--- src/rtl/motor_cmd_uart_tx.sv ---
// Motor-command serial transmitter.
// Send requests (trigger rising edge, or a command change in auto mode) queue
// the current command in a small FIFO. Each entry is sent as a 3-byte 8N1
// frame: sync 0xA5, the command zero-extended to 8 bits, then 0xA5 ^ command.
// Frames waiting in the queue follow each other with no idle gap.
module motor_cmd_uart_tx #(
  parameter int CLK_FREQ   = 50_000_000,
  parameter int BAUD       = 115_200,
  parameter int CMD_WIDTH  = 5,
  parameter int FIFO_DEPTH = 4,
  parameter int AUTO_SEND  = 0
) (
  input  logic                          CLOCK_50,
  input  logic                          reset,
  input  logic [CMD_WIDTH-1:0]          motor_cmd,
  input  logic                          trigger,
  output logic                          gpio,
  output logic                          busy,
  output logic                          overflow,
  output logic [$clog2(FIFO_DEPTH):0]   fifo_level
);

  // Clock cycles per bit. Integer division truncates, so the real line rate
  // can be a little above BAUD.
  localparam int DIV   = CLK_FREQ / BAUD;
  localparam int CNT_W = (DIV > 1) ? $clog2(DIV) : 1;
  localparam int PTR_W = $clog2(FIFO_DEPTH);
  localparam int LVL_W = PTR_W + 1;

  localparam logic [7:0]       SYNC_BYTE = 8'hA5;
  localparam logic [CNT_W-1:0] BAUD_LAST = CNT_W'(DIV - 1);
  localparam logic [LVL_W-1:0] LVL_FULL  = LVL_W'(FIFO_DEPTH);

  typedef enum logic [1:0] {
    IDLE  = 2'd0,
    START = 2'd1,
    DATA  = 2'd2,
    STOP  = 2'd3
  } tx_state_t;

  // ---------------------------------------------------------------------
  // Request detection
  // ---------------------------------------------------------------------
  logic                 trig_q;
  logic [CMD_WIDTH-1:0] last_cmd;
  logic                 trig_rise;
  logic                 cmd_change;
  logic                 push_req;

  assign trig_rise  = trigger & ~trig_q;
  assign cmd_change = (AUTO_SEND != 0) && (motor_cmd != last_cmd);
  // A trigger edge coinciding with a command change is still a single push.
  assign push_req   = trig_rise | cmd_change;

  // Remember the previous trigger level and the last command that was queued.
  always_ff @(posedge CLOCK_50 or posedge reset) begin
    if (reset) begin
      trig_q   <= 1'b0;
      last_cmd <= '0;
    end else begin
      trig_q <= trigger;
      if (push_req) begin
        last_cmd <= motor_cmd;
      end
    end
  end

  // ---------------------------------------------------------------------
  // Command FIFO
  // ---------------------------------------------------------------------
  logic [CMD_WIDTH-1:0] fifo_mem [FIFO_DEPTH];
  logic [PTR_W-1:0]     wr_ptr;
  logic [PTR_W-1:0]     rd_ptr;
  logic [LVL_W-1:0]     count_reg;
  logic [LVL_W-1:0]     count_next;
  logic                 overflow_reg;
  logic                 fifo_empty;
  logic                 fifo_full;
  logic                 pop;
  logic                 push_ok;
  logic [7:0]           head_byte;

  assign fifo_empty = (count_reg == '0);
  assign fifo_full  = (count_reg == LVL_FULL);
  // A pop in the same cycle frees a slot, so a push into a full FIFO is
  // only dropped when nothing leaves that cycle.
  assign push_ok    = push_req && (!fifo_full || pop);
  assign head_byte  = 8'(fifo_mem[rd_ptr]);

  // Occupancy after this edge; also feeds the registered busy flag.
  always_comb begin
    count_next = count_reg;
    case ({push_ok, pop})
      2'b10:   count_next = count_reg + LVL_W'(1);
      2'b01:   count_next = count_reg - LVL_W'(1);
      default: count_next = count_reg;
    endcase
  end

  // Queue storage: written on accepted pushes only, no reset needed.
  always_ff @(posedge CLOCK_50) begin
    if (push_ok) begin
      fifo_mem[wr_ptr] <= motor_cmd;
    end
  end

  // Pointer, occupancy and sticky overflow bookkeeping.
  always_ff @(posedge CLOCK_50 or posedge reset) begin
    if (reset) begin
      wr_ptr       <= '0;
      rd_ptr       <= '0;
      count_reg    <= '0;
      overflow_reg <= 1'b0;
    end else begin
      count_reg <= count_next;
      if (push_ok) begin
        wr_ptr <= wr_ptr + PTR_W'(1);
      end
      if (pop) begin
        rd_ptr <= rd_ptr + PTR_W'(1);
      end
      if (push_req && !push_ok) begin
        overflow_reg <= 1'b1;
      end
    end
  end

  // ---------------------------------------------------------------------
  // Serialiser
  // ---------------------------------------------------------------------
  tx_state_t        state;
  logic [CNT_W-1:0] baud_cnt;
  logic [2:0]       bit_idx;
  logic [1:0]       byte_idx;
  logic [7:0]       tx_shift;
  logic [7:0]       cmd_byte;
  logic             gpio_reg;
  logic             busy_reg;
  logic             baud_done;
  logic             frame_end;
  logic             frame_active_next;

  assign baud_done = (baud_cnt == BAUD_LAST);
  // Last cycle of the stop bit of the checksum byte.
  assign frame_end = (state == STOP) && baud_done && (byte_idx == 2'd2);
  // An entry is taken either from idle or right at the end of a frame so
  // queued frames go out back-to-back.
  assign pop       = !fifo_empty && ((state == IDLE) || frame_end);
  assign frame_active_next = pop || ((state != IDLE) && !frame_end);

  // Frame FSM: one baud counter restarted on every bit, line driven from a register.
  always_ff @(posedge CLOCK_50 or posedge reset) begin
    if (reset) begin
      state    <= IDLE;
      baud_cnt <= '0;
      bit_idx  <= '0;
      byte_idx <= '0;
      tx_shift <= '0;
      cmd_byte <= '0;
      gpio_reg <= 1'b1;
    end else begin
      case (state)
        IDLE: begin
          gpio_reg <= 1'b1;
          baud_cnt <= '0;
          if (pop) begin
            cmd_byte <= head_byte;
            tx_shift <= SYNC_BYTE;
            byte_idx <= 2'd0;
            gpio_reg <= 1'b0;
            state    <= START;
          end
        end

        START: begin
          if (baud_done) begin
            baud_cnt <= '0;
            bit_idx  <= 3'd0;
            gpio_reg <= tx_shift[0];
            state    <= DATA;
          end else begin
            baud_cnt <= baud_cnt + CNT_W'(1);
          end
        end

        DATA: begin
          if (baud_done) begin
            baud_cnt <= '0;
            if (bit_idx == 3'd7) begin
              gpio_reg <= 1'b1;
              state    <= STOP;
            end else begin
              bit_idx  <= bit_idx + 3'd1;
              gpio_reg <= tx_shift[1];
              tx_shift <= {1'b0, tx_shift[7:1]};
            end
          end else begin
            baud_cnt <= baud_cnt + CNT_W'(1);
          end
        end

        STOP: begin
          if (baud_done) begin
            baud_cnt <= '0;
            if (byte_idx != 2'd2) begin
              byte_idx <= byte_idx + 2'd1;
              tx_shift <= (byte_idx == 2'd0) ? cmd_byte : (SYNC_BYTE ^ cmd_byte);
              gpio_reg <= 1'b0;
              state    <= START;
            end else if (pop) begin
              cmd_byte <= head_byte;
              tx_shift <= SYNC_BYTE;
              byte_idx <= 2'd0;
              gpio_reg <= 1'b0;
              state    <= START;
            end else begin
              gpio_reg <= 1'b1;
              state    <= IDLE;
            end
          end else begin
            baud_cnt <= baud_cnt + CNT_W'(1);
          end
        end

        default: begin
          gpio_reg <= 1'b1;
          baud_cnt <= '0;
          state    <= IDLE;
        end
      endcase
    end
  end

  // Busy is registered from next-cycle values so it follows the FSM and FIFO exactly.
  always_ff @(posedge CLOCK_50 or posedge reset) begin
    if (reset) begin
      busy_reg <= 1'b0;
    end else begin
      busy_reg <= frame_active_next || (count_next != '0);
    end
  end

  assign gpio       = gpio_reg;
  assign busy       = busy_reg;
  assign overflow   = overflow_reg;
  assign fifo_level = count_reg;

endmodule
--- config.mk ---
export PLATFORM = sky130hd
export DESIGN_NAME = motor_cmd_uart_tx
export DESIGN_NICKNAME = d
export VERILOG_FILES = /design/src/rtl/motor_cmd_uart_tx.sv
export SDC_FILE = /design/constraint.sdc
export NUM_CORES = 1
export LEC_CHECK = 0
export ABC_AREA = 1
export CAP_MARGIN = 20
export CORE_MARGIN = 5
export CORE_UTILIZATION = 60
export DETAILED_ROUTE_END_ITERATION = 8
export PLACE_DENSITY = 0.81
export SYNTH_ARGS = -nofsm -noshare
export SYNTH_HDL_FRONTEND = slang
export SYNTH_SLANG_ARGS = --single-unit
--- constraint.sdc ---
create_clock -name CLOCK_50 -period 6.3 [get_ports CLOCK_50]
set_input_delay 0.63 -clock CLOCK_50 [delete_from_list [all_inputs] [get_ports CLOCK_50]]
set_output_delay 0.63 -clock CLOCK_50 [all_outputs]
set_load 0.01 [all_outputs]
# == Word-level counts from Yosys, hierarchy flattened ==
# Memories as Yosys holds them, arrays and structs flattened.
# Cells that the tools add are included.
# classes
add_sub_neg,7
n_eq_ne,17
n_mux,39
bitwise,3
n_reduce_logical,29
# op_table
operator,count
$mux W8,9
$pmux W8 S3,1
$pmux W9 S2,1
$mux W2,8
$ne A2 B2 Y1 const B,8
$pmux W8 S2,1
$pmux W3 S2,2
$mux W1,10
$add A9 B1 Y9 const B,1
$eq A9 B9 Y1 const B,1
$mux W3,3
$mux W9,1
$eq A2 B2 Y1 const B,4
$pmux W2 S4,1
$reduce_and A4 Y1,2
$add A2 B1 Y2 const B,3
$add A3 B1 Y3 const B,2
$eq A3 B3 Y1 const B,2
$logic_and A1 B1 Y1,6
$reduce_and A3 Y1,2
$reduce_bool A2 Y1,3
$reduce_bool A3 Y1,2
$reduce_and A5 Y1,1
$eq A2 B1 Y1 const B,2
other kinds (12),19
# word_totals
ff_bits,43
ramBits,20
output_inout_bits,6
mem_count,1
# mem_list
name,words,word_bits,read_ports,rd_clocked_by_memory_dff,wr,line_no,source
fifo_mem,4,5,1,0,1,71,logic [CMD_WIDTH-1:0] fifo_mem [FIFO_DEPTH];

# == Depth between registers and ports, before layout ==
# depth
depth_word,11
ltp_mapped,16
ltp_nobuf,15

# == Worst setup path after synthesis ==
# No wires, ideal clock.
# synth_timing
path_type,register to register
start,reg baud_cnt[1]
end,"reg count_reg[2], in the netlist fifo_level[2]"
setup_time_ns,0.116
arrival_time_ns,2.001
required_time_ns,6.184
setup_slack_ns,4.183
path_stages_with_launch,17
cell_sequence,dfrtp_1 > inv_1 > ha_1 > nand2_1 > nor2_2 > nand2_4 > nand2_4 > nand3_2 > buf_6 > inv_2 > nand2_1 > fa_1 > xor2_1 > nand2_1 > nand2_1 > nand2_1 > nand2_1
# synth_via
elab_chain_len,9
# synth_lines
element,line_no,source
from (decl),132,logic [CNT_W-1:0] baud_cnt;
from (signal assigned),182,baud_cnt <= baud_cnt + CNT_W'(1);
from (signal assigned),198,baud_cnt <= baud_cnt + CNT_W'(1);
from (signal assigned),221,baud_cnt <= baud_cnt + CNT_W'(1);
$eq A9 B9 Y1 *,143,assign baud_done = (baud_cnt == BAUD_LAST);
$logic_and A1 B1 Y1 * (2 in series),145,assign frame_end = (state == STOP) && baud_done && (byte_idx == 2'd2);
$logic_or A1 B1 Y1 *,148,assign pop = !fifo_empty && ((state == IDLE) || frame_end);
$logic_and A1 B1 Y1 *,148,
$logic_or A1 B1 Y1,87,assign push_ok = push_req && (!fifo_full || pop);
$logic_and A1 B1 Y1,87,
$eq A2 B1 Y1 or $eq A2 B2 Y1 (tied branches),93,"case ({push_ok, pop})"
$pmux W3 S2 *,93,
via count_next[2],75,logic [LVL_W-1:0] count_next;
to (signal assigned),115,count_reg <= count_next;
to (decl),74,logic [LVL_W-1:0] count_reg;
# Mark *: on every way through the listed nets, which the timed path passes. The rest lies on a longest branch.
# A chain may end at the register's enable or synchronous reset.

# == Final worst setup path ==
# layout_timing
start,reg state[1]
end,"reg count_reg[2], in the netlist fifo_level[2]"
# layout_via
elab_chain_len,9
# layout_lines
element,line_no,source
from (decl),131,tx_state_t state;
from (signal assigned),154,state <= IDLE;
from (signal assigned),171,state <= START;
from (signal assigned),180,state <= DATA;
$eq A2 B2 Y1,145,
$logic_and A1 B1 Y1 (2 in series),145,
$logic_or A1 B1 Y1 *,148,
$logic_and A1 B1 Y1 *,148,
$logic_or A1 B1 Y1,87,
$logic_and A1 B1 Y1,87,
$eq A2 B1 Y1 or $eq A2 B2 Y1 (tied branches),93,
$pmux W3 S2 *,93,
via count_next[2],75,
# Marks and branches as above.

==> metrics.cfg <==
[critical_path]
worstSetupPathType = reg2reg
arrival_ns = 2.69
reg2reg_slack_ns = 3.85
reg2reg_depth = 13
r2r_end = fifo_level[2]
crit_path_max_fanout = 11
worstSetupEndpointType = flip-flop
r2r-start = state[1]
worst_ep_required_time_ns = 6.53
worstSetupStartpointType = flip-flop

[drt]
wl_per_cell_um = 13.2
ant_nets = 0
dr.pass1.iters = 4
drtIter0Drc = 198
vias = 2239
drc = 0
routed_via_density = 5.24
wirelength_um = 5630

[layout]
largest_reg_flops = 20
reg_top3 = fifo_mem (20), baud_cnt (9), tx_shift (8)
design_area_um2 = 3380
instances_no_fill = 427
drive_gt1_share_pct = 9.44
final_util_pct = 70.2
largest_register = fifo_mem
diodes = 0
final_nets = 376
area_delta_synth_final_pct = 11.8

[floorplan]
initial_utilization_pct = 62.8
die_width_um = 81.0
core_area_um2 = 4820
die_height_um = 81.0
io_pins = 14
rows = 25
dieArea_um2 = 6560

[global_routing]
grt_pass1_vias = 2203
grt_max_degree = 41
overflow = 0
grt_pass1_wl_um = 10000
grt_usage_pct = 20.3
antenna_found_initial = 0

[clocking]
clock_sinks = 60
numCtsBuffers = 9
ctsHoldBuffers = 0
clk_pin_slew_ns = 0.07
cts-resized-gates = 0
clk_latency_ns = 0.34
cts_tree = done
post_cts_buffers = 0
cts_buffer_depth = 2
htreeDepth = 3
root_buffer = clkbuf_8

[worst_hold_path]
whs_path_depth = 1
hold_path.startpoint = byte_idx[1]
worstHoldEndpoint = byte_idx[1]
hold_path_class = reg2reg

[synth]
synthXorXnorAreaFrac_pct = 1.74
seq_area_frac_synth_pct = 53.0
synthesis.nets = 357
synth_top_family_by_area = simple AND/OR/NAND/NOR gates
synth.area.top_cells = dfrtp_1, edfxtp_1, nand2_1, inv_1, nor2_1
async_flop_share_pct = 66.7
ys_ff_latch = 60
yosys_warnings = 0
yosys-mux-area-fraction_pct = 0
ys.flop_type = dfrtp_1
synthDistinctLibCells = 38
synthSimpleGateAreaFrac_pct = 23.0
synth_compound_area_share_pct = 9.52
yosysMostFrequentCell = nand2_1
synthAdderAreaFrac_pct = 5.63
synth_common_cells = nand2_1, inv_1, nor2_1
yosysTopAreaCell = dfrtp_1
syn_inst = 336
yosysTopAreaCellShare_pct = 32.3
synth_enable_flop_cells = 20
syn_avg_cell_area_um2 = 9.00
synth_area_um2 = 3020

[power_and_ir_drop]
irDropWorstVdd_v = 0.000220
p_int_mw = 0.866
p_leak_nw = 1.54
p_sw_mw = 0.619
p_comb_share_pct = 40.8
seq_power_share_pct = 39.7
p_sw_share_pct = 41.7
clock_power_share_pct = 19.5
power_density_nw_per_um2 = 439
p_total_mw = 1.49

[place]
dp_cells = 411
dpl_cell_area_um2 = 3210
place.port_buffers = 13
place_congestion = 0.892
dp_hpwl_um = 4140
dp_slack_ns = 3.87

[sta]
finalHoldViolations = 0
setup_violations = 0
finalSetupTns_ns = 0
clock_skew_ns = 0.00818
fmax_mhz = 407
finalCritPeriodShare_pct = 39.0
whs_ns = 0.488
grt_setup_unrepaired = false
worst_pin_slew_ns = 0.489
slew_violations = 0
maxSlewHeadroom_pct = 67.4
setup_ws_ns = 3.85
finalCriticalPeriod_ns = 2.45

[status]
outcome = complete, no violations

[run]
cap_violations = 0

how the worst max path moves through the flow:
stage / from / endpoint
finish: state[1] / fifo_level[2]
global route: state[1] / fifo_level[2]
CTS: state[1] / fifo_level[2]
detailed placement: state[1] / fifo_level[2]
global placement: state[0] / fifo_level[2]
floorplan: baud_cnt[1] / fifo_level[2]
per-layer routing:
metal,vias to the layer above,global-route usage (%),share of wire (%)
li1,1132,-,-
met1,1033,26.1,47
met2,56,31.5,46
met3,18,5.76,3.7
met4,0,9.80,2.9
met5,-,0,0
layout make-up:
| cell class | count | area, um2 |
|---|---|---|
| clock buffer | 9 | 124 |
| clock inverter | 7 | 43.8 |
| fill | 378 | 1440 |
| inverter | 49 | 184 |
| multi-input combinational | 221 | 1200 |
| sequential | 60 | 1600 |
| tap | 67 | 83.8 |
| timing repair buffer | 14 | 138 |
placed cells by master (no fill, tap or decap), drive strengths merged, types with 2 or more instances in the layout:
cell,Yosys,routed
clkinvlp,0,3
nor3,7,7
xor2,5,5
nor3b,2,2
nand3,20,20
nand4,4,4
nor2,48,48
clkbuf,2,9
dfrtp,39,39
a21oi,12,12
ha,12,12
clkdlybuf4s50,0,13
nand2,74,74
o32ai,5,5
inv,49,49
clkinv,0,4
o21ai,23,23
edfxtp,20,20
critical path, cell delays in order (launching register included):
cell and delay [ns]:
dfrtp_1 0.41, inv_1 0.12, ha_1 0.25, inv_1 0.16, nand2_4 0.15, nand3_2 0.26
inv_2 0.16, nand2_1 0.08, fa_1 0.37, xor2_1 0.16, nand2_1 0.07, nand2_1 0.06
nand2_1 0.06, nand2_1 0.04
cell families (layout without fill, tap and decap cells):
logic type	count (synthesis)	in the layout
AOI/OAI and AO/OA	46	46
xor gates and xnor gates	6	6
DFF	60	60
and+or+nand+nor	156	156
buffers and inverters	55	79
adders and majority gates	13	13
power by group through the flow:
| stage | clock (mW) | sequential [mW] | combinational, mW |
|---|---|---|---|
| floorplan | 0 | 0.570 | 0.471 |
| global placement | 0 | 0.591 | 0.585 |
| detailed placement | 0 | 0.595 | 0.603 |
| CTS | 0.298 | 0.588 | 0.608 |
| global route | 0.318 | 0.604 | 0.698 |
| finish | 0.290 | 0.589 | 0.606 |
No activity file was read; power rests on OpenSTA's default activity.
